### src/rtl/gray_pkg.sv
// rtl/gray_pkg.sv - shared Gray/binary conversion helpers for the step counter
//
// Purpose: width-generic Gray<->binary conversion and display constants.
// Contents:
//   DISP_W   - width of the seven-segment decoder input nibble
//   MAX_W    - widest counter the helpers support; callers zero-extend to it
//   bin2gray - binary to Gray
//   gray2bin - Gray to binary (prefix-XOR from the MSB down)
package gray_pkg;

  localparam int DISP_W = 4;
  localparam int MAX_W  = 32;

  function automatic logic [MAX_W-1:0] bin2gray(input logic [MAX_W-1:0] bv);
    return bv ^ (bv >> 1);
  endfunction

  // Zero-extended upper Gray bits decode to zero, so a narrow counter
  // converts correctly through the full-width helper.
  function automatic logic [MAX_W-1:0] gray2bin(input logic [MAX_W-1:0] gv);
    logic [MAX_W-1:0] bv;
    bv[MAX_W-1] = gv[MAX_W-1];
    for (int i = MAX_W - 2; i >= 0; i--) begin
      bv[i] = bv[i+1] ^ gv[i];
    end
    return bv;
  endfunction

endpackage

### src/rtl/gray_prescaler.sv
// rtl/gray_prescaler.sv - enable-gated prescaler producing one step per PRESCALE cycles
//
// Purpose: counts enabled cycles and flags the cycle on which a count step is due.
// Ports:
//   clk  in  clock, rising edge
//   rst  in  synchronous active-high reset
//   en   in  count enable; pcnt holds while low
//   clr  in  restart the interval (driven by load); suppresses step
//   step out combinational: en & ~clr & (pcnt == PRESCALE-1)
module gray_prescaler #(
  parameter int PRESCALE = 50_000_000
) (
  input  logic clk,
  input  logic rst,
  input  logic en,
  input  logic clr,
  output logic step
);

  localparam int PW = (PRESCALE > 1) ? $clog2(PRESCALE) : 1;
  localparam logic [PW-1:0] LAST = PW'(PRESCALE - 1);

  logic [PW-1:0] pcnt;

  // With PRESCALE = 1, LAST is 0 so pcnt never leaves 0 and every enabled
  // non-clear cycle steps.
  assign step = en & ~clr & (pcnt == LAST);

  always_ff @(posedge clk) begin
    if (rst || clr) begin
      pcnt <= '0;
    end else if (en) begin
      if (pcnt == LAST) begin
        pcnt <= '0;
      end else begin
        pcnt <= pcnt + PW'(1);
      end
    end
  end

endmodule

### src/rtl/gray_step_counter.sv
// rtl/gray_step_counter.sv - prescaled up/down Gray-code counter feeding the display decoder
//
// Purpose: holds the count in Gray code and steps it once per PRESCALE enabled
// cycles; a registered binary view drives the seven-segment decoder.
// Ports:
//   clk      in  clock, rising edge
//   rst      in  synchronous active-high reset (overrides load and en)
//   en       in  count enable; prescaler and count hold while low
//   up_dn    in  1 = count up, 0 = count down (sampled on the step cycle)
//   load     in  synchronous load strobe, priority over step and en
//   load_val in  binary value to load
//   gray_out out registered Gray count
//   bin_out  out registered binary equivalent of gray_out
//   tick     out one-cycle pulse when a stepped value first appears
//   wrap     out one-cycle pulse with tick when the step crosses max<->0
module gray_step_counter
  import gray_pkg::*;
#(
  parameter int WIDTH    = 4,
  parameter int PRESCALE = 50_000_000
) (
  input  logic             clk,
  input  logic             rst,
  input  logic             en,
  input  logic             up_dn,
  input  logic             load,
  input  logic [WIDTH-1:0] load_val,
  output logic [WIDTH-1:0] gray_out,
  output logic [WIDTH-1:0] bin_out,
  output logic             tick,
  output logic             wrap
);

  logic [WIDTH-1:0] g;
  logic [WIDTH-1:0] g_nxt;
  logic [WIDTH-1:0] b_cur;
  logic [WIDTH-1:0] b_step;
  logic [WIDTH-1:0] b_nxt;
  logic             step;
  logic             tick_nxt;
  logic             wrap_nxt;

  gray_prescaler #(
    .PRESCALE(PRESCALE)
  ) u_prescaler (
    .clk (clk),
    .rst (rst),
    .en  (en),
    .clr (load),
    .step(step)
  );

  assign b_cur  = WIDTH'(gray2bin(MAX_W'(g)));
  assign b_step = up_dn ? (b_cur + WIDTH'(1)) : (b_cur - WIDTH'(1));

  always_comb begin
    g_nxt    = g;
    b_nxt    = b_cur;
    tick_nxt = 1'b0;
    wrap_nxt = 1'b0;
    if (load) begin
      g_nxt = WIDTH'(bin2gray(MAX_W'(load_val)));
      b_nxt = load_val;
    end else if (step) begin
      g_nxt    = WIDTH'(bin2gray(MAX_W'(b_step)));
      b_nxt    = b_step;
      tick_nxt = 1'b1;
      // Boundary test uses the pre-step value in the stepping direction.
      wrap_nxt = up_dn ? (b_cur == {WIDTH{1'b1}}) : (b_cur == '0);
    end
  end

  // bin_out comes from the same next-state value as g, so the two views
  // can never disagree on any cycle.
  always_ff @(posedge clk) begin
    if (rst) begin
      g       <= '0;
      bin_out <= '0;
      tick    <= 1'b0;
      wrap    <= 1'b0;
    end else begin
      g       <= g_nxt;
      bin_out <= b_nxt;
      tick    <= tick_nxt;
      wrap    <= wrap_nxt;
    end
  end

  assign gray_out = g;

endmodule

### config.mk
export PLATFORM = sky130hd
export DESIGN_NAME = gray_step_counter
export DESIGN_NICKNAME = d
export VERILOG_FILES = /design/src/rtl/gray_pkg.sv /design/src/rtl/gray_prescaler.sv /design/src/rtl/gray_step_counter.sv
export SDC_FILE = /design/constraint.sdc
export NUM_CORES = 1
export LEC_CHECK = 0
export CORE_UTILIZATION = 51
export CTS_CLUSTER_SIZE = 12
export DETAILED_ROUTE_END_ITERATION = 7
export GPL_TIMING_DRIVEN = 0
export PLACE_DENSITY_LB_ADDON = 0.3
export SLEW_MARGIN = 20
export SYNTH_ARGS = -nofsm -noshare
export SYNTH_HDL_FRONTEND = slang
export SYNTH_SLANG_ARGS = --single-unit
### constraint.sdc
create_clock -name clk -period 2.5 [get_ports clk]
set_input_delay 0.5 -clock clk [delete_from_list [all_inputs] [get_ports clk]]
set_output_delay 0.5 -clock clk [all_outputs]
set_load 0.1 [all_outputs]
* After elaboration in Yosys (flattened, before gate mapping)
Index checks and enable logic that the tools add are counted.
** Word-level totals
- Flip-flop bits (word level) :: 36
- Bits in latches :: 0
- Memory bits (writable) :: 0
- ROM bits :: 0
- Input bits :: 9
- Output and inout bits :: 10
- Logic and storage cells :: 32
- Memories :: 0
** Operators by class
- Add/sub/neg operators :: 3
- Multiply operators :: 0
- Div/mod/pow operators :: 0
- Order comparisons :: 0
- Equality and inequality tests :: 2
- Shift-type cells :: 0
- Multiplexer cells :: 8
- Bitwise gates (word level) :: 9
- Reduce and logical (&&, ||, !) cells :: 5
** Operators with widths (count)
- 26-bit by 1-bit adder with 26-bit output (second input constant) :: 1
- 26-bit equality test (second input constant) :: 1
- 26-bit two-way mux :: 1
- 4-bit two-way mux :: 5
- 4-bit by 3-bit bitwise XOR with 4-bit output :: 2
- 4-bit by 1-bit adder with 4-bit output (second input constant) :: 1
- 4-bit equality test (second input constant) :: 1
- 4-bit zero test :: 1
- 4-bit by 1-bit subtractor with 4-bit output (second input constant) :: 1
- 3-bit OR reduction :: 1
- 1-bit bitwise XOR :: 3
- 1-bit AND :: 2
- 1-bit two-way mux :: 2
- 1-bit NOT :: 2
- 2-bit nonzero test :: 1
- 2-bit OR reduction :: 1
- 1-bit logical OR :: 1

* Logic depth before layout (Yosys ltp)
Gate-level depths: netlist of run 1.
- Depth in word-level cells :: 8
- Depth in mapped cells :: 10
- Gate-level depth less buffers :: 10

* Cells and area by module
Synthesis of run 1 repeated with hierarchy kept, for this count alone.
** Second synthesis, totals
- Cells, all modules :: 216
- Area, all modules :: 1903.1 sq um
** By module, submodules not included
- gray_prescaler :: times used 1, cells each 146, area each 1276.2 sq um, seq. area each 520.5 sq um
- gray_step_counter :: times used 1, cells each 70, area each 626.9 sq um, seq. area each 200.2 sq um

* Worst setup path before layout of run 1
OpenSTA, ideal clock, no wires.
- Kind :: register to register
- Start point :: register g[3], in the netlist gray_out[3]
- End point :: register bin_out[3]
- Setup time :: 0.140 ns
- Arrival time :: 3.276 ns
- Data required time :: 2.360 ns
- Slack :: -0.916 ns
- Cell stages (with the launch flop) :: 11
- Buffers on the path :: 0
- Clock period less this slack :: 3.416 ns
- Cells stage by stage :: dfxtp_1 -> inv_1 -> ha_1 -> xnor2_1 -> inv_1 -> ha_1 -> nor2b_1 -> o21a_1 -> or4_1 -> a21oi_1 -> a211oi_1
** Between the ends
- Cells in the longest elaborated chain, start to end :: 7
- Elaborated cells between the ends (all ways) :: 8
- Those cells by class :: add/sub (2); mux (3); bitwise (3)
** Ends and longest elaborated chain
- start: declaration :: line gray_step_counter.sv:34 : logic [WIDTH-1:0] g;
- start signal: assignment :: line gray_step_counter.sv:82 : g <= g_nxt;
- 1-bit bitwise XOR (3 in a row) :: line gray_pkg.sv:24 : bv[i] = bv[i+1] ^ gv[i];
- 4-bit by 1-bit subtractor with 4-bit output / 4-bit by 1-bit adder with 4-bit output (equally long branches) :: line gray_step_counter.sv:54 : assign b_step = up_dn ? (b_cur + WIDTH'(1)) : (b_cur - WIDTH'(1));
- 4-bit two-way mux :: line gray_step_counter.sv:54
- 4-bit two-way mux (*) :: line gray_step_counter.sv:64 : end else if (step) begin
- 4-bit two-way mux (*) :: line gray_step_counter.sv:61 : if (load) begin
- end signal: assignment :: line gray_step_counter.sv:83 : bin_out <= b_nxt;
- end: declaration :: line gray_step_counter.sv:29 : output logic [WIDTH-1:0] bin_out,
Every way passes the cells marked *; elsewhere a longest branch is shown, timed or not.
A chain may end at the register's enable or synchronous reset.

* Final worst setup path of run 1
Ends and elaborated chain as after synthesis.

==> results of run 1 <==
[state kept, by name (all words and copies together) (netlist names)]
signal and flops:
u_prescaler.pcnt 26, gray_out 4, tick 1, wrap 1, bin_out 4
[cell type report]
class	count	area [µm²]	share of cell area [%]
tap	48	60.1	2.50
clock inverter	2	35.0	1.46
multi-input combinational	169	1240	51.6
inverter	10	42.5	1.77
buffer	9	45.0	1.88
clock buffer	6	72.6	3.02
sequential	36	731	30.4
timing repair buffer	18	178	7.40
[where the power goes]
part           internal, mW  total [mW]  switching (mW)  leakage, nW
combinational         0.139       0.348           0.209        0.512
clock                 0.296       0.493           0.197       0.0552
sequential            0.587       0.600          0.0125        0.294
[synth_stat cells (2+ instances only)]
cell type	n
nor2b_1	2
nor2_1	31
o21ai_0	3
buf_2	3
dfxtp_1	36
nand2_1	11
a211oi_1	2
a31oi_1	2
nor4b_1	3
nand2b_1	2
o21a_1	3
nand3_1	10
a21oi_1	4
ha_1	7
inv_1	10
clkbuf_1	5
nor3_1	11
nand4_1	5
xnor2_1	19
and3_1	6
mux2i_1	3
xor2_1	15
a32oi_1	3
and4_1	4
nor2_2	2
nor4_4	2
o31ai_1	4
[how the worst max path moves through the flow]
stage	endpoint	slack, ps	start	cells after the start
finish	bin_out[3]	170	gray_out[3]	10
global route	gray_out[3]	50	gray_out[3]	10
CTS	bin_out[2]	20	en	7
detailed placement	bin_out[2]	-280	en	7
global placement	bin_out[2]	-210	en	7
floorplan	bin_out[3]	10	gray_out[3]	10
[per-stage QoR]
stage,setup WS [ps],hold slack [ps]
5_1_grt,45.5,542
3_3_place_gp,-206,493
2_1_floorplan,13.0,471
6_report,167,520
4_1_cts,19.8,520
3_5_place_dp,-276,500
[layer usage]
metal / vias to the layer above / global-route usage (%)
met5: - / 0
met4: 0 / 6.82
met3: 7 / 4.82
met2: 24 / 32.7
met1: 760 / 27.6
li1: 837 / -
[cell usage in the layout (no fill, tap or decap), drive strengths merged, types with 4 or more instances in the layout]
cell / n
clkbuf: 11
nand3: 10
inv: 10
nand4: 6
dfxtp: 36
and3: 6
and4: 4
nand2: 11
nor2: 33
ha: 7
clkdlybuf4s50: 17
nor3: 12
xor2: 15
a21oi: 4
o31ai: 4
buf: 5
xnor2: 19
[critical path, delay by kind of cell (launching register included)]
kind	cells	cell delay, ps
compound gates	3	410
simple gates	2	540
flops	1	400
fa+ha+maj	2	590
buf+inv	2	130
xor+xnor	1	130
[timing repair]
| item | CTS | global route |
|---|---|---|
| hold endpoints to repair | 0 | 0 |
| gates resized for setup | 0 | 2 |
| hold buffers | 0 | 0 |
| setup endpoints to repair | 0 | 28 |
| setup buffers | 0 | 1 |
[kinds of logic (layout without fill, tap and decap cells)]
kind of cell,after synthesis,count (layout),synth area share [%]
simple gates,98,98,28.0
flops,36,36,36.7
xor+xnor,34,34,15.2
compound gates,27,27,9.94
buf+inv,19,45,4.20
fa+ha+maj,7,7,4.46
mux,3,3,1.53
==> impl_metrics.tcl, run 1 <==
set metrics [dict create \
    status "finished, final reports clean" \
    grt_pass1_wl_mm 6.61 \
    synth_ff_type "dfxtp_1" \
    die_w_um 64.1 \
    fin_cells 298 \
    power.total_mw 1.44 \
    globalplace.congestion 0.822 \
    clockBufferDepth 2 \
    syn_to_final_growth_pct 22.3 \
    r2r_cells 10 \
    cts_sinks 36 \
    arrival_ps 2480 \
    drt_iter0_drc 81 \
    tightest_slew_ps 977 \
    ant_nets 0 \
    path_clk_slew_ps 70 \
    syn_area_per_cell_um2 8.77 \
    cp_max_fo 7 \
    portBuffers 17 \
    crit_slowest_cell "or4_1" \
    die_h_um 64.1 \
    finalInstanceArea_um2 2400 \
    ys.warnings.count 0 \
    cts_buffers 5 \
    hp-start "u_prescaler.pcnt[21]" \
    setup_viol 0 \
    syn_nets 240 \
    min_path_cells 2 \
    met1_length_mm 1.92 \
    top_layer_used "met4" \
    synthTopCellsByArea "dfxtp_1 37%, xnor2_1 8.5%, xor2_1 6.7%" \
    drive_gt1_share_pct 14.4 \
    critPathCaptureType "register" \
    hold_end "u_prescaler.pcnt[21]" \
    synth_top_area_share_pct 36.7 \
    io-pin-count 19 \
    syn_area_um2 1960 \
    fillers 336 \
    cts_root_buf "clkbuf_8" \
    drc_errors 0 \
    wl_per_cell_um 12.9 \
    start_kind "register" \
    viasPerCell 5.46 \
    ys_seq_area_share_pct 36.7 \
    grt_max_degree 12 \
    die-area_um2 4100 \
    vdd_drop_max_uv 492 \
    fin_nets 265 \
    r2r_setup_slack_ps 170 \
    worstPathRequired_ps 2650 \
    antenna_found_initial 0 \
    drt_wl_total_mm 3.85 \
    crit_path_frequent_cell "ha_4" \
    clock_skew_ps 5.50 \
    cts_htree_levels 2 \
    period_needed_ps 2330 \
    grt_usage_pct 20.7 \
    path_class "reg -> reg" \
    ys_ff_latch 36 \
    drt_pre_antenna_iters 4 \
    fin_setup_tns_ps 0 \
    powerDensity_nw_per_um2 600 \
    slew_headroom_pct 34.6 \
    dr_total_vias 1628 \
    rows 22 \
    fmax_mhz 429 \
    rsz0062_at_grt "no" \
    diodes 0 \
    cts_tree "built" \
    hp-class "reg -> reg" \
    hpwlAfterDp_mm 2.90 \
    worstReg2RegStart "gray_out[3]" \
    wl_met3_um 130 \
    clk_latency_ps 290 \
    critPathMaxStageDelay_ps 500 \
    cap_violations 0 \
    synth_edf_count 0 \
    yosysTopAreaCell "dfxtp_1" \
    synth-async-reset-ratio_pct 0 \
    timing.rr.end "bin_out[3]" \
    core_um2 3690 \
    netlist_instances 224 \
    fin_util_pct 65.1 \
    synth.distinct_cells 43 \
    slew_violations 0 \
    grt_remaining_overflow 0 \
    routed-wl-met2_mm 1.76 \
    first_global_vias 1498 \
    crit_chain "inv_4 > ha_4 > xnor2_4 > inv_2 > ha_4 > nor2b_4 > o21a_1 > or4_1 > a21oi_2 > a211oi_1" \
    finalCritPeriodShare_pct 93.3 \
    placed_area_um2 2280 \
    initial_core_util_pct 53.3 \
    p_leak_nw 0.861 \
    hold_viol_final 0 \
    dp_cells 289 \
]
(Power assumes the default switching activity.)
==> run 2: changes to the inputs <==
--- a/config.mk
+++ b/config.mk
@@ -9,7 +9,7 @@
 export CTS_CLUSTER_SIZE = 12
 export DETAILED_ROUTE_END_ITERATION = 7
 export GPL_TIMING_DRIVEN = 0
-export PLACE_DENSITY_LB_ADDON = 0.3
+export PLACE_DENSITY = 0.75
 export SLEW_MARGIN = 20
 export SYNTH_ARGS = -nofsm -noshare
 export SYNTH_HDL_FRONTEND = slang
==> impl_metrics.tcl, run 2 (synthesized netlist as in run 1, its figures left out) <==
set metrics [dict create \
    fin_nets 264 \
    vdd_drop_max_uv 344 \
    powerDensity_nw_per_um2 602 \
    cap_violations 0 \
    grt_max_degree 12 \
    drt_pre_antenna_iters 4 \
    rsz0062_at_grt "yes" \
    critical_path_depth 10 \
    fillers 324 \
    power.total_mw 1.44 \
    slew_violations 0 \
    path_class "reg -> reg" \
    clockBufferDepth 2 \
    die-area_um2 4100 \
    critPathMaxStageDelay_ps 490 \
    crit_path_end "bin_out[3]" \
    fmax_mhz 421 \
    cts_buffers 5 \
    initial_core_util_pct 53.3 \
    hp-class "reg -> reg" \
    rows 22 \
    diodes 0 \
    dp_cells 289 \
    status "finished, final reports clean" \
    period_needed_ps 2380 \
    hpwlAfterDp_mm 2.93 \
    seqPwrFrac_pct 41.7 \
    clk_latency_ps 290 \
    core_um2 3690 \
    drive_gt1_share_pct 13.7 \
    clock_skew_ps 6.27 \
    timing.rr.end "bin_out[3]" \
    wl_per_cell_um 13.3 \
    syn_to_final_growth_pct 21.7 \
    startpoint "gray_out[3]" \
    p_int_mw 1.02 \
    grt_pass1_wl_mm 6.90 \
    arrival_ps 2540 \
    top_register "u_prescaler.pcnt" \
    hold_viol_final 0 \
    ant_nets 0 \
    power.switching_uw 422 \
    p_leak_nw 0.856 \
    grt_remaining_overflow 0 \
    grt_usage_pct 22.0 \
    slew_headroom_pct 34.4 \
    portBuffers 17 \
    largest_reg_flops 26 \
    clkPwrFrac_pct 34.7 \
    mostFrequentLayoutCells "32 x dfxtp_1, 31 x nor2_1, 18 x xnor2_1" \
    cts_hold_buf 0 \
    first_global_vias 1550 \
    path_buf_inv 2 \
    worstPathRequired_ps 2660 \
    combPwrFrac_pct 23.7 \
    drc_errors 0 \
    crit_chain "inv_4 > ha_4 > xnor2_4 > inv_2 > ha_4 > nor2b_4 > o21a_1 > or4_1 > a21oi_2 > a211oi_1" \
    die_h_um 64.1 \
    dr_total_vias 1634 \
    cp_top_family "adder cells" \
    globalplace.congestion 0.831 \
    path_clk_slew_ps 70 \
    worstReg2RegStart "gray_out[3]" \
    crit_slowest_cell "or4_1" \
    cts_sinks 36 \
    tightest_slew_ps 980 \
    die_w_um 64.1 \
    antenna_found_initial 0 \
    swShare_pct 29.3 \
    drt_wl_total_mm 3.96 \
    cts_tree "built" \
    setup_viol 0 \
    crit_path_frequent_cell "ha_4" \
    timing.hold.ws_ps 518 \
    finalCritPeriodShare_pct 95.1 \
    start_kind "register" \
    critPathCaptureType "register" \
    drt_iter0_drc 55 \
    cts_htree_levels 2 \
    cp_max_fo 7 \
    io-pin-count 19 \
    r2r_setup_slack_ps 120 \
    cts_root_buf "clkbuf_8" \
    final_common_cell "dfxtp_1" \
    r2r_cells 10 \
    viasPerCell 5.50 \
    fin_cells 297 \
]
[run 2: changes by cell type in the layout (fill, tap and decap cells not counted), sizes merged]
cell,change
buf,-1
[run 2: layout make-up]
cell class,instances,area [µm²],area share (%)
Tap cell,48,60.1,2.51
Clock inverter,2,35.0,1.47
Timing Repair Buffer,17,170,7.12
Inverter,10,42.5,1.78
Multi-Input combinational cell,169,1230,51.6
Sequential cell,36,731,30.6
Buffer,9,45.0,1.88
Clock buffer,6,72.6,3.04
[run 2: per-layer routing]
layer / vias up / GRT usage [%] / wire length [µm]
met5: - / 0 / 0
met4: 0 / 11.4 / 63
met3: 7 / 5.18 / 127
met2: 24 / 34.3 / 1790
met1: 770 / 28.0 / 1980
li1: 833 / - / -
[run 2: power groups by stage]
stage	clock network (mW)	logic (mW)	registers (mW)
final	0.499	0.341	0.600
after global routing	0.523	0.368	0.602
after CTS	0.507	0.343	0.600
after detailed placement	0	0.342	0.612
after global placement	0	0.336	0.613
after floorplan	0	0.182	0.698
[run 2: repair_timing]
action	4_1_cts	5_1_grt
gates resized for setup	0	1
endpoints found under the setup margin	0	17
setup buffers	0	0
hold endpoints to repair	0	0
[run 2: worst min-delay path by stage]
stage	from	to	depth (start not counted)
after floorplan	u_prescaler.pcnt[12]	u_prescaler.pcnt[12]	1
after global placement	u_prescaler.pcnt[12]	u_prescaler.pcnt[12]	1
after detailed placement	u_prescaler.pcnt[12]	u_prescaler.pcnt[12]	1
after CTS	u_prescaler.pcnt[12]	u_prescaler.pcnt[12]	1
after global routing	gray_out[2]	gray_out[2]	2
final	u_prescaler.pcnt[12]	u_prescaler.pcnt[12]	1
[run 2: per-stage QoR]
stage / instance area (µm²) / worst slack, ps / setup TNS (ps) / util [%]
after floorplan: 2050 / 13.0 / 0 / -
after global placement: 2280 / -177 / -3180 / 61.7
after CTS: 2380 / 83.9 / 0 / 64.7
after detailed placement: 2280 / -191 / -4040 / 61.7
final: 2390 / 122 / 0 / 64.8
after global routing: 2390 / -8.66 / -8.66 / 64.8
[run 2: worst reg2reg max path, cell delays in order, from the launching register on]
cell and delay, ps:
dfxtp_4 390, inv_4 60, ha_4 240, xnor2_4 220, inv_2 100, ha_4 310, nor2b_4 40, o21a_1 200
or4_1 490, a21oi_2 150, a211oi_1 50
==> run 3: changes to the inputs <==
--- a/config.mk
+++ b/config.mk
@@ -5,10 +5,9 @@
 export SDC_FILE = /design/constraint.sdc
 export NUM_CORES = 1
 export LEC_CHECK = 0
-export CORE_UTILIZATION = 51
+export CORE_UTILIZATION = 53
 export CTS_CLUSTER_SIZE = 12
 export DETAILED_ROUTE_END_ITERATION = 7
-export GPL_TIMING_DRIVEN = 0
 export PLACE_DENSITY = 0.75
 export SLEW_MARGIN = 20
 export SYNTH_ARGS = -nofsm -noshare
==> constraint.sdc (replaced) <==
create_clock -name clk -period 2.8 [get_ports clk]
set_input_delay 0.42 -clock clk [delete_from_list [all_inputs] [get_ports clk]]
set_output_delay 0.42 -clock clk [all_outputs]
set_load 0.1 [all_outputs]
==> impl_metrics.tcl, run 3 (synthesized netlist as in run 1, its figures left out) <==
set metrics [dict create \
    status "finished, final reports clean" \
    path_buf_inv 2 \
    portBuffers 18 \
    drt_iter0_drc 58 \
    mostFrequentLayoutCells "34 x dfxtp_1, 31 x nor2_1, 18 x xnor2_1" \
    initial_core_util_pct 57.1 \
    grt_usage_pct 21.3 \
    wl_per_cell_um 12.8 \
    cts_sinks 36 \
    swShare_pct 30.2 \
    die_h_um 62.9 \
    power.total_mw 1.18 \
    syn_to_final_growth_pct 16.6 \
    p_leak_nw 0.870 \
    fillers 283 \
    combPwrFrac_pct 23.3 \
    io-pin-count 19 \
    hpwlAfterDp_mm 2.68 \
    rsz0062_at_grt "no" \
    fmax_mhz 388 \
    hp-start "u_prescaler.pcnt[12]" \
    placed_area_um2 2200 \
    fin_setup_tns_ps 0 \
    clock_skew_ps 4.96 \
    grt_max_degree 17 \
    finalCritPeriodShare_pct 92.0 \
    critPathMaxStageDelay_ps 470 \
    clk_latency_ps 290 \
    startpoint "gray_out[3]" \
    cts_hold_buf 0 \
    path_clk_slew_ps 70 \
    hp-class "reg -> reg" \
    diodes 0 \
    die_w_um 62.9 \
    finalInstanceArea_um2 2290 \
    clockBufferDepth 2 \
    cts_htree_levels 2 \
    hold_viol_final 0 \
    post_cts_resized 0 \
    final_common_cell "dfxtp_1" \
    timing.hold.ws_ps 509 \
    period_needed_ps 2580 \
    p_int_uw 826 \
    grt_remaining_overflow 0 \
    grt_pass1_wl_mm 6.62 \
    dr_total_vias 1591 \
    path_class "reg -> reg" \
    slew_violations 0 \
    largest_reg_flops 26 \
    cp_top_family "adder cells" \
    power.switching_uw 357 \
    seqPwrFrac_pct 45.1 \
    post_cts_buffers 0 \
    cts_root_buf "clkbuf_8" \
    crit_slowest_cell "or4_1" \
    worstReg2RegStart "gray_out[3]" \
    die-area_um2 3950 \
    top_register "u_prescaler.pcnt" \
    powerDensity_nw_per_um2 517 \
    fin_nets 263 \
    viasPerCell 5.41 \
    rows 21 \
    drc_errors 0 \
    arrival_ps 2740 \
    core_um2 3440 \
    cap_violations 0 \
    critPathCaptureType "register" \
    globalplace.congestion 0.846 \
    ant_nets 0 \
    antenna_found_initial 0 \
    start_kind "register" \
    drt_wl_total_mm 3.76 \
    cp_max_fo 7 \
    crit_chain "inv_1 > ha_1 > xnor2_2 > inv_1 > ha_1 > nor2b_1 > o21a_1 > or4_1 > a21oi_1 > a211oi_1" \
    cts_buffers 5 \
    cts_tree "built" \
    dp_cells 286 \
    clkPwrFrac_pct 31.6 \
    drt_pre_antenna_iters 6 \
    slew_headroom_pct 64.5 \
    worstPathRequired_ps 2960 \
    setup_viol 0 \
    tightest_slew_ps 531 \
    first_global_vias 1466 \
    vdd_drop_max_uv 387 \
    drive_gt1_share_pct 14.1 \
    fin_cells 294 \
]
## run 3: cell count changes in the layout (fill, tap and decap cells not counted), moves of 2 or more
cell             previous run  this run
buf_2                       3         0
buf_4                       0        17
clkbuf_1                    6         2
clkdlybuf4s50_1            17         8
dfxtp_1                    32        34
dfxtp_2                     2         0
ha_1                        4         7
ha_4                        3         0
inv_1                       7        10
inv_4                       2         0
## run 3: layout make-up
type | instances | area (µm²) | share of cell area [%]
inverter | 10 | 37.5 | 1.64
multi-input combinational | 169 | 1170 | 51.0
tap | 46 | 57.6 | 2.51
timing repair buffer | 25 | 208 | 9.07
sequential | 36 | 728 | 31.8
clock buffer | 8 | 90.1 | 3.93
## run 3: through the flow
step / worst slack [ps] / util (%)
global placement: 327 / 63.9
finish: 223 / 66.5
detailed placement: 258 / 63.9
global route: 72.1 / 66.5
CTS: 230 / 66.5
floorplan: 60.7 / -
## run 3: worst paths after layout
kind,to,slack (ps),depth (start not counted)
worst min register to register,u_prescaler.pcnt[12],510,1
worst min-delay path,u_prescaler.pcnt[12],510,1
worst max-delay path,gray_out[3],220,10
worst max register to register,gray_out[3],220,10
## run 3: power by group through the flow
stage	Combinational, mW	Sequential (mW)	Clock, mW
3_5_place_dp	0.274	0.545	0
3_3_place_gp	0.273	0.544	0
6_report	0.276	0.534	0.373
4_1_cts	0.276	0.533	0.383
2_1_floorplan	0.133	0.621	0
5_1_grt	0.299	0.535	0.402
## run 3: worst register-to-register path, cell delays in order, from the launching register on
cell and delay, ps:
dfxtp_4 380, inv_1 80, ha_1 340, xnor2_2 170, inv_1 80, ha_1 350, nor2b_1 80, o21a_1 210
or4_1 470, a21oi_1 210, a211oi_1 70
## run 3: per-layer routing
layer  vias to the layer above  track usage [%]  share of wire (%)  wire [µm]
li1                        839                -                  -          -
met1                       709             28.7                 52       1950
met2                        36             32.0                 42       1570
met3                         7             5.66                4.8        179
met4                         0             8.72                1.7         63
met5                         -                0                  0          0
